[src/rtl/ram_prog_loader.sv]
// Byte-stream program loader for the CPU's RAM: owns the RAM programming port and holds the CPU in reset while an image streams in.
// Optional trailing checksum byte verification is enabled with `define LOADER_CHECKSUM_EN.
module ram_prog_loader #(
  parameter int ADDR_W  = 4,
  parameter int DATA_W  = 8,
  parameter int N_WORDS = 16
) (
  input  logic              clk,
  input  logic              rst,
  input  logic              load_start,
  input  logic              abort,
  input  logic              byte_valid,
  input  logic [DATA_W-1:0] byte_data,
  output logic              byte_ready,
  output logic [ADDR_W-1:0] ram_addr,
  output logic [DATA_W-1:0] ram_wdata,
  output logic              ram_we,
  output logic              prog_mode,
  output logic              cpu_hold,
  output logic [ADDR_W:0]   words_loaded,
  output logic              done,
  output logic              error
);

`ifdef LOADER_CHECKSUM_EN
  typedef enum logic [2:0] {
    S_IDLE   = 3'd0,
    S_LOAD   = 3'd1,
    S_WRITE  = 3'd2,
    S_CHK    = 3'd3,
    S_FINISH = 3'd4,
    S_DONE   = 3'd5,
    S_ERROR  = 3'd6
  } state_e;
`else
  typedef enum logic [2:0] {
    S_IDLE   = 3'd0,
    S_LOAD   = 3'd1,
    S_WRITE  = 3'd2,
    S_FINISH = 3'd4,
    S_DONE   = 3'd5,
    S_ERROR  = 3'd6
  } state_e;
`endif

  localparam logic [ADDR_W-1:0] LAST_ADDR = ADDR_W'(N_WORDS - 1);

  state_e              state_q, state_d;
  logic                byte_ready_q, byte_ready_d;
  logic [ADDR_W-1:0]   ram_addr_q, ram_addr_d;
  logic [DATA_W-1:0]   ram_wdata_q, ram_wdata_d;
  logic                ram_we_q, ram_we_d;
  logic                prog_mode_q, prog_mode_d;
  logic                cpu_hold_q, cpu_hold_d;
  logic [ADDR_W:0]     words_loaded_q, words_loaded_d;
  logic                done_q, done_d;
  logic                error_q, error_d;
  logic                xfer_s;
`ifdef LOADER_CHECKSUM_EN
  logic [DATA_W-1:0]   checksum_q, checksum_d;
`endif

  assign xfer_s = byte_valid && byte_ready_q;

  // Next-state and next-output logic; outputs are computed for the state being entered.
  always_comb begin
    state_d        = state_q;
    byte_ready_d   = byte_ready_q;
    ram_addr_d     = ram_addr_q;
    ram_wdata_d    = ram_wdata_q;
    ram_we_d       = 1'b0;
    prog_mode_d    = prog_mode_q;
    cpu_hold_d     = cpu_hold_q;
    words_loaded_d = words_loaded_q;
    done_d         = done_q;
    error_d        = error_q;
`ifdef LOADER_CHECKSUM_EN
    checksum_d     = checksum_q;
`endif
    case (state_q)
      S_IDLE, S_DONE, S_ERROR: begin
        if (load_start) begin
          state_d        = S_LOAD;
          byte_ready_d   = 1'b1;
          ram_addr_d     = {ADDR_W{1'b0}};
          prog_mode_d    = 1'b1;
          cpu_hold_d     = 1'b1;
          words_loaded_d = {(ADDR_W+1){1'b0}};
          done_d         = 1'b0;
          error_d        = 1'b0;
`ifdef LOADER_CHECKSUM_EN
          checksum_d     = {DATA_W{1'b0}};
`endif
        end else begin
          state_d = state_q;
        end
      end
      S_LOAD: begin
        if (abort) begin
          state_d      = S_ERROR;
          byte_ready_d = 1'b0;
          prog_mode_d  = 1'b0;
          cpu_hold_d   = 1'b1;
          error_d      = 1'b1;
        end else if (xfer_s) begin
          state_d      = S_WRITE;
          byte_ready_d = 1'b0;
          ram_wdata_d  = byte_data;
          ram_we_d     = 1'b1;
`ifdef LOADER_CHECKSUM_EN
          checksum_d   = checksum_q + byte_data;
`endif
        end else begin
          state_d = S_LOAD;
        end
      end
      S_WRITE: begin
        // The strobe for this byte is already on the port, so it counts even if abort arrives now.
        words_loaded_d = words_loaded_q + {{ADDR_W{1'b0}}, 1'b1};
        if (abort) begin
          state_d      = S_ERROR;
          byte_ready_d = 1'b0;
          prog_mode_d  = 1'b0;
          cpu_hold_d   = 1'b1;
          error_d      = 1'b1;
        end else if (ram_addr_q == LAST_ADDR) begin
`ifdef LOADER_CHECKSUM_EN
          state_d      = S_CHK;
          byte_ready_d = 1'b1;
`else
          state_d      = S_FINISH;
          byte_ready_d = 1'b0;
          prog_mode_d  = 1'b0;
          cpu_hold_d   = 1'b1;
`endif
        end else begin
          state_d      = S_LOAD;
          byte_ready_d = 1'b1;
          ram_addr_d   = ram_addr_q + {{(ADDR_W-1){1'b0}}, 1'b1};
        end
      end
`ifdef LOADER_CHECKSUM_EN
      S_CHK: begin
        if (abort || (xfer_s && ((checksum_q + byte_data) != {DATA_W{1'b0}}))) begin
          state_d      = S_ERROR;
          byte_ready_d = 1'b0;
          prog_mode_d  = 1'b0;
          cpu_hold_d   = 1'b1;
          error_d      = 1'b1;
        end else if (xfer_s) begin
          state_d      = S_FINISH;
          byte_ready_d = 1'b0;
          prog_mode_d  = 1'b0;
          cpu_hold_d   = 1'b1;
        end else begin
          state_d = S_CHK;
        end
      end
`endif
      S_FINISH: begin
        // RAM was released a cycle earlier, so the CPU leaves reset onto a stable image.
        state_d     = S_DONE;
        cpu_hold_d  = 1'b0;
        done_d      = 1'b1;
      end
      default: begin
        state_d        = S_IDLE;
        byte_ready_d   = 1'b0;
        ram_addr_d     = {ADDR_W{1'b0}};
        ram_wdata_d    = {DATA_W{1'b0}};
        prog_mode_d    = 1'b0;
        cpu_hold_d     = 1'b0;
        words_loaded_d = {(ADDR_W+1){1'b0}};
        done_d         = 1'b0;
        error_d        = 1'b0;
      end
    endcase
  end

  // State and output registers.
  always_ff @(posedge clk or posedge rst) begin
    if (rst) begin
      state_q        <= S_IDLE;
      byte_ready_q   <= 1'b0;
      ram_addr_q     <= {ADDR_W{1'b0}};
      ram_wdata_q    <= {DATA_W{1'b0}};
      ram_we_q       <= 1'b0;
      prog_mode_q    <= 1'b0;
      cpu_hold_q     <= 1'b0;
      words_loaded_q <= {(ADDR_W+1){1'b0}};
      done_q         <= 1'b0;
      error_q        <= 1'b0;
`ifdef LOADER_CHECKSUM_EN
      checksum_q     <= {DATA_W{1'b0}};
`endif
    end else begin
      state_q        <= state_d;
      byte_ready_q   <= byte_ready_d;
      ram_addr_q     <= ram_addr_d;
      ram_wdata_q    <= ram_wdata_d;
      ram_we_q       <= ram_we_d;
      prog_mode_q    <= prog_mode_d;
      cpu_hold_q     <= cpu_hold_d;
      words_loaded_q <= words_loaded_d;
      done_q         <= done_d;
      error_q        <= error_d;
`ifdef LOADER_CHECKSUM_EN
      checksum_q     <= checksum_d;
`endif
    end
  end

  assign byte_ready   = byte_ready_q;
  assign ram_addr     = ram_addr_q;
  assign ram_wdata    = ram_wdata_q;
  assign ram_we       = ram_we_q;
  assign prog_mode    = prog_mode_q;
  assign cpu_hold     = cpu_hold_q;
  assign words_loaded = words_loaded_q;
  assign done         = done_q;
  assign error        = error_q;

endmodule

[config.mk]
export PLATFORM = sky130hd
export DESIGN_NAME = ram_prog_loader
export DESIGN_NICKNAME = d
export VERILOG_FILES = /design/src/rtl/ram_prog_loader.sv
export SDC_FILE = /design/constraint.sdc
export NUM_CORES = 1
export LEC_CHECK = 0
export BUFFER_PORTS_ARGS = -buffer_cell sky130_fd_sc_hd__buf_2
export CAP_MARGIN = 20
export CORE_MARGIN = 3
export CORE_UTILIZATION = 25
export DETAILED_ROUTE_END_ITERATION = 8
export PLACE_DENSITY_LB_ADDON = 0.05
export RECOVER_POWER = 50
export SLEW_MARGIN = 20
export SYNTH_ARGS = -nofsm -noshare
export SYNTH_HDL_FRONTEND = slang
export SYNTH_SLANG_ARGS = --single-unit
[constraint.sdc]
create_clock -name clk -period 1.5 [get_ports clk]
set_input_delay 0.3 -clock clk [delete_from_list [all_inputs] [get_ports clk]]
set_output_delay 0.3 -clock clk [all_outputs]
set_load 0.02 [all_outputs]
[After elaboration in Yosys (flattened, before gate mapping)]
Index checks and enable logic that the tools add are counted.
W data, S select, Z words.
Storage, ports and cells
  bits in writable memories: 0
  word-level logic and storage cells: 80
  bits in registers: 26
  output and inout bits: 23
  latch bits: 0
  bits of input ports: 13
  memories kept: 0
  ROM bits: 0
Operators by class
  reductions and logical operators: 14
  $mul: 0
  shifts and indexed selects: 0
  mux-type cells: 35
  bitwise logic cells: 4
  equal/unequal tests: 15
  add/sub/neg operators: 2
  $lt $le $gt $ge: 0
  divide/modulo/power cells: 0
Operators with widths (number)
  $mux W8: 2
  $pmux W8 S2: 1
  $mux W1: 15
  $pmux W5 S3: 1
  $mux W3: 4
  $mux W4: 3
  $ne A2 B2 Y1 const B: 6
  $pmux W3 S4: 1
  $pmux W4 S3: 1
  $reduce_and A3 Y1: 4
  $eq A3 B3 Y1 const B: 3
  $pmux W1 S3: 3
  $pmux W1 S4: 2
  $reduce_and A4 Y1: 2
  $ne A3 B3 Y1 const B: 2
  $add A5 B1 Y5 const B: 1
  $mux W5: 1
  $reduce_or A5 Y1: 1
  $add A4 B1 Y4 const B: 1
  $eq A4 B4 Y1 const B: 1
  $not A1 Y1: 4
  $reduce_and A2 Y1: 2
  $reduce_or A2 Y1: 2
  $eq A3 B1 Y1 const B: 1
  6 further kinds: 6

[Longest topological paths before layout]
Gate-level depths: netlist of run 1.
  depth after elaboration: 4
  mapped depth: 6
  mapped depth without buffers: 5

[Worst setup path after synthesis of run 1]
Ideal clock, no wire load.
  path kind: register to register
  start point: register ram_addr_q[0] (netlist: ram_addr[0])
  end point: register cpu_hold_q (netlist: cpu_hold)
  period minus slack after synthesis: 1.593 ns
  buffers on the path: 0
  stages on the path, launching flop included: 6
  library setup time: 0.138 ns
  setup slack: -0.093 ns
  required time: 1.362 ns
  data arrival time: 1.455 ns
  cell sequence: dfrtp_1 -> ha_1 -> a31oi_2 -> nor2_1 -> a211oi_1 -> a22oi_1
On the way
  cells in the longest elaborated chain, start to end: 3
RTL lines
  start: declaration: RTL line 50  | logic [ADDR_W-1:0] ram_addr_q, ram_addr_d;
  start signal: assignment: RTL line 185  | ram_addr_q <= {ADDR_W{1'b0}};
  start signal: assignment: RTL line 199  | ram_addr_q <= ram_addr_d;
  $eq A4 B4 Y1: RTL line 126  | end else if (ram_addr_q == LAST_ADDR) begin
  $ne A3 B3 Y1 (no source line)
  $reduce_and A3 Y1 (no source line)
  end signal: assignment: RTL line 203  | cpu_hold_q <= cpu_hold_d;
  end: declaration: RTL line 54  | logic cpu_hold_q, cpu_hold_d;
No other way between the ends.
A chain may end at the register's enable or synchronous reset.

[Final worst setup path of run 1]
  start point: register state_q[2]
  end point: register ram_addr_q[3] (netlist: ram_addr[3])
On the way
  cells in the longest elaborated chain, start to end: 4
  elaborated cells on any way between the ends: 14
  classes of those cells: eq/ne: 8; mux: 1; bitwise: 1; reduce/logical: 4
RTL lines
  start: declaration: RTL line 48  | state_e state_q, state_d;
  start signal: assignment: RTL line 197  | state_q <= state_d;
  $eq A3 B3 Y1 (tied with other cells): RTL line 80  | case (state_q)
  $reduce_or A3 Y1 / $reduce_or A2 Y1 (equally long branches)
  $ne A2 B2 Y1 (no source line) / $not A1 Y1 (equally long branches)
  $reduce_and A4 Y1 (no source line)
Several ways; a longest one is shown, not always the timed one.

==> results of run 1 <==
-- report_power, final --
| part | internal, uW | leakage [uW] | total, uW | switching (uW) |
|---|---|---|---|---|
| Clock | 357 | 0.0000357 | 592 | 235 |
| Combinational | 859 | 0.000529 | 2000 | 1140 |
| Sequential | 936 | 0.000340 | 1140 | 208 |
| Total | 2150 | 0.000905 | 3740 | 1580 |
-- path summary, 6_finish.rpt --
path	start	endpoint	slack, ns	depth (start not counted)
max	state_q[2]	ram_addr[3]	0.05	4
min	rst	words_loaded[1]	0.19	3
max reg2reg	state_q[2]	ram_addr[3]	0.05	4
min reg2reg	ram_wdata[2]	ram_wdata[2]	0.49	2
max in group asynchronous	rst	state_q[2]	0.84	3
min in group clk	byte_data[3]	ram_wdata[3]	0.25	3
-- critical path, cell delays in order, from the launching register on --
cell,delay [ns]
dfrtp_2,0.47
buf_8,0.16
or3b_4,0.44
o21ba_1,0.19
a31oi_1,0.12
-- metal layers --
layer / global-route usage / wire (um) / vias up
li1: - / - / 652
met1: 0.1475 / 1777 / 618
met2: 0.2085 / 1781 / 39
met3: 0.02328 / 176 / 8
met4: 0.05912 / 72 / 0
met5: 0 / 0 / -
-- area by class of cell --
cell class,count,area [sq um],area share
sequential,26,653.1,0.3379
clock buffer,3,41.29,0.02136
timing repair buffer,58,366.6,0.1896
tap,70,87.58,0.04531
clock inverter,1,30.03,0.01553
multi-input combinational,114,735.7,0.3806
inverter,5,18.77,0.009709
-- layout by cell type, fill, tap and decap left out, types with 3 or more instances in the layout --
cell type and count:
mux2i_1 3, dfrtp_1 24, nand2b_1 3, nor3_1 4, a21oi_1 8, inv_1 4, nand3_1 5, o21ai_1 7
buf_4 19, clkbuf_1 9, buf_2 26, nor2_2 3, a211oi_2 3, clkbuf_8 3, nand2_1 26, a31oi_1 5
nor2_1 7, o21ai_0 6
-- cells by family (layout without fill, tap and decap cells) --
family                     after synthesis  after routing
buffers and inverters                   13             67
xor gates and xnor gates                 1              1
and+or+nand+nor                         60             60
DFF                                     26             26
AOI/OAI and AO/OA                       48             48
adders and majority gates                2              2
muxes                                    3              3
-- metrics by stage --
step	TNS [ns]	hold slack [ns]
floorplan	0	0.3400
global placement	0	0.3813
detailed placement	0	0.3849
CTS	0	0.07386
global route	-0.01819	0.2493
finish	0	0.1876
-- sequential cells by signal (all words and copies together) (netlist names) --
signal / flops
byte_ready: 1
cpu_hold: 1
done: 1
error: 1
prog_mode: 1
ram_addr: 4
ram_wdata: 8
ram_we: 1
state_q: 3
words_loaded: 5
-- timing repair --
action,4_1_cts,5_1_grt
endpoints found under the setup margin,1,20
pin swaps,0,3
buffers inserted,0,4
resized for setup,1,10
hold endpoints to repair,0,0
==> results.yml, run 1 <==
cts:
  cts_root_buf: "clkbuf_8"
  htreeDepth: 1
  cts_tree: "done"
  cts_sinks: 26
  cts_inserted_buffers: 3
  clock_path_buffers: 2
  hold_buffers: 0
  cts.clk_slew.worst_paths_ns: 0.09
  insertion_delay_ns: 0.27
die:
  die_h_um: 81.14
  pin_count: 36
  start_util: 0.2678
  rows: 26
  dieArea_sq_um: 6583
  fp.coreArea_sq_um: 5270
  die_w_um: 81.14
critical_path:
  required_ns: 1.70
  cp-start-kind: "flip-flop"
  cp.arrival_ns: 1.66
  endpoint_kind: "flip-flop"
  critPathKind: "reg -> reg"
  worstPathMaxFanout: 10
placed_design:
  dp_slack_ns: 0.01317
  hpwl_um: 2786
  portBuffers: 35
  place_area_sq_um: 1792
  dp.cells: 269
  place_congestion: 0.8229
synthesis:
  synth_area_per_cell_sq_um: 9.225
  synth-edff-count: 0
  yosysSeqAreaShare: 0.4610
  synth_top_family_by_area: "compound AO/OA/AOI/OAI gates"
  synthSimpleGateAreaFrac: 0.2083
  ys_ff_latch: 26
  yosysTopAreaCellShare: 0.4610
  ys.warnings.count: 0
  ys_top_cells_by_count: "26 x dfrtp_1, 26 x nand2_1, 9 x a21oi_1, 9 x nor2_1, 7 x o21ai_1"
  postSynth.asyncResetShare: 1.000
  netlist_instances: 153
  syn_area_sq_um: 1411
  synth_top_area_cell: "dfrtp_1"
  synth.area.top_cells: "dfrtp_1 46%, nand2_1 6.9%, a21oi_1 3.2%"
  synth_xor_area_frac: 0.006206
  synth_compound_area_frac: 0.2376
  synth_cell_types: 42
  synthMuxAreaShare: 0.02128
  yosys_most_used_dff: "dfrtp_1"
  synthesis.nets: 168
  synth_adder_area_share: 0.01773
timing:
  slew_violations: 0
  min_period_ns: 1.452
  finalHoldViolations: 0
  period_share: 0.9677
  finalSetupViolations: 0
  max_freq_mhz: 688.9
  tightest_slew_ns: 0.6777
  rsz0062_at_grt: "true"
  max-slew-margin-rel: 0.5482
  worst_slack_ns: 0.04842
  clock_skew_ns: 0.001574
power:
  powerDensity_nw_per_um2: 1932
  power_uw: 3735
  vdd_ir_drop_max_mv: 0.6608
  p_leak_uw: 0.0009050
route:
  route.detailed.wl_per_inst_um: 13.75
  drt_iter0_markers: 39
  drt_wl_total_um: 3808
  drc: 0
  firstDrtPassIters: 5
  vias: 1317
  viasPerCell: 4.755
  ant_nets: 0
final_layout:
  areaGrowthSynthToFinish_pct: 36.97
  instances_no_fill: 277
  fin_area_sq_um: 1933
  n_fill_cell: 563
  num-nets-final: 223
  final_util: 0.3668
  antenna_cells: 0
  drive_gt1_frac: 0.3575
run:
  cap_violations: 0
grt:
  grt_max_degree: 27
  groute.usage.overall: 0.1224
  antenna_found_initial: 0
  grt_pass1_vias: 1353
  globalRoute.totalOverflow: 0
  grt_pass1_wl_um: 6216
worst_hold_path:
  hold_class: "in -> async"
run_status:
  status: "completed"
No activity file was read; power rests on OpenSTA's default activity.
==> inputs of run 2 (changes only) <==
Settings changed: CORE_ASPECT_RATIO set to 0.5.
==> results.yml, run 2 (same netlist as run 1, synthesis figures left out) <==
route:
  drc: 0
  route.detailed.wl_per_inst_um: 13.50
  drt_iter0_markers: 55
  vias: 1326
  ant_nets: 0
  viasPerCell: 4.669
  drt_wl_total_um: 3834
  firstDrtPassIters: 4
critical_path:
  crit_buf_inv: 2
  critical_path.top_delay_family: "flip-flops"
  required_ns: 1.64
  endpoint_kind: "flip-flop"
  critPathKind: "reg -> reg"
  crit_slowest_cell: "dfrtp_1"
  cpPeakStageDelay_ns: 0.43
  worstPathMaxFanout: 16
  path_cells: "buf_4 > and4bb_2 > o21ai_4 > buf_12 > nand2_1 > o21ai_0"
  timing.rr.start: "state_q[2]"
  startpoint: "state_q[2]"
  cp-start-kind: "flip-flop"
  cp.arrival_ns: 1.56
grt:
  met1_usage: 0.1875
  top_usage_layer: "met1"
  globalRoute.totalOverflow: 0
  grt_pass1_vias: 1287
  use_met3: 0.04281
  grt_pass1_wl_um: 6713
  globalRouteMet2Util: 0.1812
  antenna_found_initial: 0
  groute.usage.overall: 0.1261
  grt_max_degree: 27
final_layout:
  final_common_cell: "buf_4"
  final_util: 0.3877
  n_fill_cell: 565
  areaGrowthSynthToFinish_pct: 42.29
  final_cell_mix: "28 x buf_4, 26 x nand2_1, 25 x buf_2"
  instances_no_fill: 284
  num-nets-final: 230
  antenna_cells: 0
  drive_gt1_frac: 0.3692
  largest_reg_flops: 8
placed_design:
  portBuffers: 35
  dp.cells: 275
  hpwl_um: 2934
  place_congestion: 0.7601
  dp_slack_ns: 0.009142
timing:
  rsz0062_at_grt: "true"
  finalSetupViolations: 0
  max_freq_mhz: 703.9
  slew_violations: 0
  max-slew-margin-rel: 0.5451
  whs_ns: 0.2122
  min_period_ns: 1.421
  finalHoldViolations: 0
  fin_setup_tns_ns: 0
  worst_slack_ns: 0.07943
  period_share: 0.9470
  clock_skew_ns: 0.004107
  tightest_slew_ns: 0.6823
die:
  pin_count: 36
  die_h_um: 59.13
  start_util: 0.2725
  fp.coreArea_sq_um: 5180
  dieArea_sq_um: 6638
  die_w_um: 112.3
  rows: 18
cts:
  clock_path_buffers: 2
  htreeDepth: 1
  cts_inserted_buffers: 3
  hold_buffers: 0
  cts.clk_slew.worst_paths_ns: 0.07
  cts_sinks: 26
  cts_tree: "done"
  insertion_delay_ns: 0.26
  cts_root_buf: "clkbuf_16"
power:
  p_leak_uw: 0.0009508
  vdd_ir_drop_max_mv: 0.6404
  powerDensity_nw_per_um2: 1936
run:
  cap_violations: 0
worst_hold_path:
  hold_class: "in -> async"
run_status:
  status: "completed"
## run 2: cell types whose count changed in the layout (fill, tap and decap cells not counted), sizes merged
cell | before | now
buf | 48 | 54
clkbuf | 13 | 14
## run 2: worst paths after layout
path / to / slack (ns) / depth (start not counted)
max reg2reg: ram_wdata[6] / 0.08 / 6
max: ram_wdata[6] / 0.08 / 6
min: ram_we / 0.21 / 3
min reg2reg: ram_wdata[4] / 0.49 / 2
max in group asynchronous: state_q[0] / 0.81 / 3
min in group clk: ram_wdata[7] / 0.26 / 3
## run 2: worst register-to-register path: stages, from the launching register on
cell and delay [ns]:
dfrtp_1 0.43, buf_4 0.19, and4bb_2 0.33, o21ai_4 0.07, buf_12 0.14, nand2_1 0.06, o21ai_0 0.08
## run 2: final cells by class
type / instances / area [sq um] / share of cell area
clock buffer: 3 / 75.07 / 0.03738
clock inverter: 1 / 30.03 / 0.01495
inverter: 5 / 18.77 / 0.009346
multi-input combinational: 114 / 745.7 / 0.3713
sequential: 26 / 653.1 / 0.3252
tap: 70 / 87.58 / 0.04361
timing repair buffer: 65 / 397.9 / 0.1981
## run 2: routing by layer
layer / vias to the layer above / routed length, um
li1: 673 / -
met1: 624 / 2032
met2: 27 / 1537
met3: 2 / 248
met4: 0 / 16
met5: - / 0
## run 2: report_power, final
group | internal (uW) | switching [uW]
Combinational | 848 | 1120
Clock | 531 | 248
Sequential | 939 | 203
## run 2: repair_timing
item,in CTS,in global routing
setup endpoints to repair,1,8
pin swaps,1,5
setup buffers,1,4
resized for setup,0,9
## run 2: per-stage QoR
step	cell area (sq um)	power, uW
2_1_floorplan	1423	2347
3_3_place_gp	1824	2995
3_5_place_dp	1824	2991
4_1_cts	1949	3841
5_1_grt	2008	4234
6_report	2008	3888
